### src/rtl/csa_accumulate_sequencer.sv
`default_nettype none
// ============================================================================
// Module      : csa_accumulate_sequencer
// Description : Sums a variable-length operand stream through a carry-save
//               adder, then does one carry-propagate resolve and holds the
//               result under a valid/ready handshake.
//               Optional macro CSA_SEQ_SIGNED_EN selects signed (sign-extended)
//               operands; default is unsigned (zero-extended).
// Revision    : 1.0 - initial release
// ============================================================================
module csa_accumulate_sequencer #(
    parameter int N     = 8,
    parameter int CNT_W = 4,
    parameter int OUT_W = N + CNT_W
) (
    input  logic             clk,
    input  logic             rst_n,
    input  logic             i_start,
    input  logic [CNT_W-1:0] i_op_count,
    input  logic             i_in_valid,
    input  logic [N-1:0]     i_in_data,
    output logic             o_in_ready,
    output logic             o_out_valid,
    input  logic             i_out_ready,
    output logic [OUT_W-1:0] o_result,
    output logic             o_busy
);

    localparam logic [1:0] c_IDLE    = 2'd0;
    localparam logic [1:0] c_ACCUM   = 2'd1;
    localparam logic [1:0] c_RESOLVE = 2'd2;
    localparam logic [1:0] c_OUTPUT  = 2'd3;

    logic [1:0]       r_state;
    logic [1:0]       w_state_nxt;
    logic [CNT_W-1:0] r_remaining;
    logic [OUT_W-1:0] r_s;
    // Carry bit OUT_W-1 would be shifted out, so only the surviving bits are kept.
    logic [OUT_W-2:0] r_c;
    logic [OUT_W-1:0] r_result;

    logic [OUT_W-1:0] w_x;
    logic [OUT_W-1:0] w_cs;
    logic [OUT_W-1:0] w_s_nxt;
    logic [OUT_W-2:0] w_c_nxt;
    logic             w_accept;
    logic             w_last;

`ifdef CSA_SEQ_SIGNED_EN
    assign w_x = {{(OUT_W-N){i_in_data[N-1]}}, i_in_data};
`else
    assign w_x = {{(OUT_W-N){1'b0}}, i_in_data};
`endif

    assign w_cs     = {r_c, 1'b0};
    assign w_accept = i_in_valid && (r_state == c_ACCUM);
    assign w_last   = w_accept && (r_remaining == CNT_W'(1));

    generate
        for (genvar b = 0; b < OUT_W; b++) begin : g_csa_sum
            assign w_s_nxt[b] = r_s[b] ^ w_cs[b] ^ w_x[b];
        end
        for (genvar b = 0; b < OUT_W - 1; b++) begin : g_csa_carry
            assign w_c_nxt[b] = (r_s[b] & w_cs[b]) | (r_s[b] & w_x[b]) | (w_cs[b] & w_x[b]);
        end
    endgenerate

    always_ff @(posedge clk or negedge rst_n) begin
        if (!rst_n) begin
            r_state <= c_IDLE;
        end else begin
            r_state <= w_state_nxt;
        end
    end

    always_comb begin
        w_state_nxt = r_state;
        case (r_state)
            c_IDLE: begin
                if (i_start) begin
                    w_state_nxt = (i_op_count == '0) ? c_OUTPUT : c_ACCUM;
                end
            end
            c_ACCUM: begin
                if (w_last) begin
                    w_state_nxt = c_RESOLVE;
                end
            end
            c_RESOLVE: begin
                w_state_nxt = c_OUTPUT;
            end
            c_OUTPUT: begin
                if (i_out_ready) begin
                    w_state_nxt = c_IDLE;
                end
            end
            default: begin
                w_state_nxt = c_IDLE;
            end
        endcase
    end

    // Handshake outputs decode the state register only; no path from i_in_valid.
    always_comb begin
        o_in_ready  = 1'b0;
        o_out_valid = 1'b0;
        o_busy      = 1'b1;
        case (r_state)
            c_IDLE:   o_busy      = 1'b0;
            c_ACCUM:  o_in_ready  = 1'b1;
            c_OUTPUT: o_out_valid = 1'b1;
            default:  ;
        endcase
    end

    always_ff @(posedge clk or negedge rst_n) begin
        if (!rst_n) begin
            r_remaining <= '0;
            r_s         <= '0;
            r_c         <= '0;
            r_result    <= '0;
        end else begin
            case (r_state)
                c_IDLE: begin
                    if (i_start) begin
                        r_remaining <= i_op_count;
                        r_s         <= '0;
                        r_c         <= '0;
                        if (i_op_count == '0) begin
                            r_result <= '0;
                        end
                    end
                end
                c_ACCUM: begin
                    if (w_accept) begin
                        r_s         <= w_s_nxt;
                        r_c         <= w_c_nxt;
                        r_remaining <= r_remaining - CNT_W'(1);
                    end
                end
                c_RESOLVE: begin
                    r_result <= r_s + w_cs;
                end
                default: ;
            endcase
        end
    end

    assign o_result = r_result;

endmodule
`default_nettype wire

### config.mk
export PLATFORM = sky130hd
export DESIGN_NAME = csa_accumulate_sequencer
export DESIGN_NICKNAME = d
export VERILOG_FILES = /design/src/rtl/csa_accumulate_sequencer.sv
export SDC_FILE = /design/constraint.sdc
export NUM_CORES = 1
export LEC_CHECK = 0
export ABC_AREA = 1
export CAP_MARGIN = 20
export CORE_UTILIZATION = 58
export CTS_BUF_LIST = sky130_fd_sc_hd__clkbuf_8
export DETAILED_ROUTE_END_ITERATION = 6
export GPL_TIMING_DRIVEN = 1
export MAX_ROUTING_LAYER = met4
export PLACE_DENSITY = 0.87
export SYNTH_ARGS = -nofsm -noshare
export SYNTH_HDL_FRONTEND = slang
export SYNTH_SLANG_ARGS = --single-unit
### constraint.sdc
create_clock -name clk -period 1.8 [get_ports clk]
set_input_delay 0.45 -clock clk [delete_from_list [all_inputs] [get_ports clk]]
set_output_delay 0.45 -clock clk [all_outputs]
set_load 0.05 [all_outputs]
==> flow_metrics.py <==
metrics = {
    "sta": {
        "drv_slew": 0,
        "slew_headroom_pct": 69.1,
        "fmax_mhz": 587,
        "fin_tns_setup_ps": 0,
        "layout_min_cycle_time_ps": 1700,
        "grt_setup_unrepaired": "false",
        "finalClockSkew_ps": 6.76,
        "setup_viol": 0,
        "post-route-period-util_pct": 94.7,
        "finalHoldViolations": 0,
        "worst_slew_pin_slew_ps": 464,
    },
    "logic_synthesis": {
        "synth-seq-area-share_pct": 40.0,
        "ys_async_sr_fraction_pct": 100,
        "yosys_warnings": 0,
        "synth_area_per_cell_um2": 8.28,
        "ys_types": 32,
        "ys_dominant_reg_cell": "dfrtp_1",
        "yosysTopAreaCell": "dfrtp_1",
        "synth.area.top_cells": "dfrtp_1 40%, nand2_1 18%, ha_1 8.3%",
        "synth-edff-count": 0,
        "synth_seq_cells": 41,
        "syn-cell-area_um2": 2570,
        "syn_inst": 310,
        "synth_top_cell_area_share_pct": 40.0,
        "syn-num-nets": 352,
    },
    "floorplan": {
        "die_h_um": 68.5,
        "initial_core_util_pct": 62.4,
        "core_region_area_um2": 4120,
        "num_rows": 23,
        "ios": 32,
        "dieArea_um2": 4690,
        "fp.dieW_um": 68.5,
    },
    "setup_path": {
        "slowest_stage": "dfrtp_1",
        "r2r_slack_ps": 110,
        "rr_worst_depth": 8,
        "critical_path_arrival_ps": 1250,
        "required_ps": 1350,
        "cp.buffers_inverters": 3,
        "critPathMaxFanout": 4,
        "rr_endpoint": "o_result[9]$_DFFE_PN0P_",
        "critical-path-top-delay-family": "flip-flops",
        "path_cells": "inv_1 -> ha_2 -> inv_2 -> buf_12",
        "worstSetupPathType": "reg -> out",
        "cpPeakStageDelay_ps": 410,
        "r2r-start": "r_c[0]$_DFFE_PN0P_",
        "end_kind": "primary output",
        "start_kind": "flip-flop",
    },
    "cts": {
        "cts_sinks": 41,
        "clk_pin_slew_worst_paths_ps": 80,
        "clockRootBuffer": "clkbuf_8",
        "postCtsSetupRepairBufs": 0,
        "clock_latency_ps": 290,
        "cts_tree": "yes",
        "cts_buffers": 5,
        "clockBufferDepth": 2,
        "htreeDepth": 2,
    },
    "worst_hold_path": {
        "hold_class": "in -> async",
    },
    "power": {
        "power.leakage_uw": 0.00162,
        "p_per_area_nw_per_um2": 1420,
        "power_uw": 4390,
        "peakVddDrop_uv": 1180,
    },
    "drt": {
        "wl_per_cell_um": 12.6,
        "vias": 2123,
        "drc": 0,
        "drt_iter0_drc": 113,
        "drt-total-wl_mm": 5.04,
        "drt_first_pass_iters": 4,
        "viasPerCell": 5.29,
        "antenna_left": 0,
    },
    "run_status": {
        "status": "completed",
    },
    "global_route": {
        "grt_pass1_wl_mm": 8.69,
        "antenna_found_initial": 0,
        "grt_use_total_pct": 26.0,
        "grt_max_degree": 33,
        "grt_pass1_vias": 2074,
        "gr-total-overflow": 0,
    },
    "finish": {
        "drive_above_1_share_pct": 16.2,
        "n_antenna_cell": 0,
        "area_growth_pct": 20.1,
        "final_nets": 392,
    },
    "job": {
        "drv_cap": 0,
    },
    "place": {
        "portBuffers": 31,
        "hpwl_mm": 3.87,
        "place.gp.congestion": 0.906,
    },
}
-- synth_stat cells (2+ instances only) --
library cell / instances
xor2_1: 3
ha_1: 17
buf_4: 3
o211ai_2: 2
o21ai_0: 18
o21ai_1: 2
nand4_1: 2
nor2_1: 15
nand3_2: 4
o31ai_1: 7
clkbuf_1: 2
a21oi_1: 5
dfrtp_1: 41
fa_1: 8
buf_6: 2
o21ai_2: 3
buf_2: 2
nand2_1: 121
nand3_1: 15
xnor2_1: 3
or2_2: 3
inv_1: 22
-- registers in the layout, summed over array words and instances, names as in the netlist --
register / flops
o_result: 12
r_c: 11
r_remaining: 4
r_s: 12
r_state: 2
-- worst reg2reg max path, delay by kind of cell, from the launching register on --
family,cells,cell delay [ps]
adders and majority gates,2,620
DFF,1,420
and+or+nand+nor,6,550
-- per-layer routing --
layer	vias up	global-route usage [%]	wire (µm)
met2	57	40.9	2430
met5	-	-	0
li1	1072	-	-
met4	0	8.59	55
met3	6	5.59	271
met1	988	33.4	2290
-- repair_timing --
item	4_1_cts	5_1_grt
resized for setup	0	3
endpoints found under the setup margin	0	5
hold buffers	0	0
-- power by group --
part | internal (µW) | leakage, µW | switching, µW
registers | 1160 | 0.000558 | 228
logic | 952 | 0.00101 | 1480
clock network | 263 | 0.0000491 | 303
-- worst max path at each step --
stage / startpoint / to / cells after the start
floorplan: r_state[1]$_DFFE_PN0P_ / r_remaining[1]$_DFFE_PN0P_ / 9
global placement: i_op_count[3] / o_result[10]$_DFFE_PN0P_ / 9
detailed placement: i_op_count[3] / o_result[10]$_DFFE_PN0P_ / 9
CTS: r_state[1]$_DFFE_PN0P_ / o_in_ready / 3
global route: r_state[1]$_DFFE_PN0P_ / o_busy / 4
finish: r_state[1]$_DFFE_PN0P_ / o_busy / 4
-- area by class of cell --
cell class / instances / area [µm²]
multi-input cells: 235 / 1370
fillers: 309 / 1030
flip-flops and latches: 41 / 1030
repair buffers: 43 / 445
inverters: 24 / 92.6
clock buffers: 5 / 68.8
well taps: 50 / 62.6
clock inverters: 3 / 13.8
-- placed cells by master (no fill, tap or decap), types with 2 or more instances in the layout --
| cell type | Yosys | layout |
|---|---|---|
| inv_1 | 22 | 23 |
| nand3_2 | 4 | 4 |
| nand3_1 | 15 | 15 |
| o21ai_0 | 18 | 18 |
| ha_2 | 0 | 2 |
| nor2_1 | 15 | 15 |
| clkbuf_8 | 0 | 5 |
| ha_1 | 17 | 15 |
| buf_12 | 1 | 7 |
| o211ai_2 | 2 | 2 |
| buf_4 | 3 | 20 |
| dfrtp_1 | 41 | 41 |
| a21oi_1 | 5 | 5 |
| o21ai_2 | 3 | 3 |
| o21ai_1 | 2 | 2 |
| fa_1 | 8 | 7 |
| clkinv_2 | 0 | 2 |
| nand4_1 | 2 | 2 |
| clkdlybuf4s50_1 | 0 | 15 |
| o31ai_1 | 7 | 7 |
| xnor2_1 | 3 | 3 |
| nand2_1 | 121 | 121 |
| xor2_1 | 3 | 3 |
| or2_2 | 3 | 3 |
-- kinds of logic after synthesis --
group	count (synthesis)	share of synthesized area, %
AO/OA/AOI/OAI	39	9.56
XOR/XNOR	6	2.05
adder cells (fa/ha/maj)	25	14.5
buffers and inverters	34	6.83
flip-flops	41	40.0
AND/OR/NAND/NOR	165	27.1
-- stage by stage --
stage                     utilization [%]  std cells  area [µm²]  setup WS [ps]  hold slack (ps)
after detailed placement             72.7        393        2990           34.4              430
after global routing                 74.9        401        3080           17.2              121
final                                74.9        401        3080           95.2             99.5
after global placement               72.7        393        2990           67.1              423
after floorplan                         -        310        2570           31.7              154
after CTS                            74.7        401        3070           11.4              109
(Power assumes the default switching activity.)
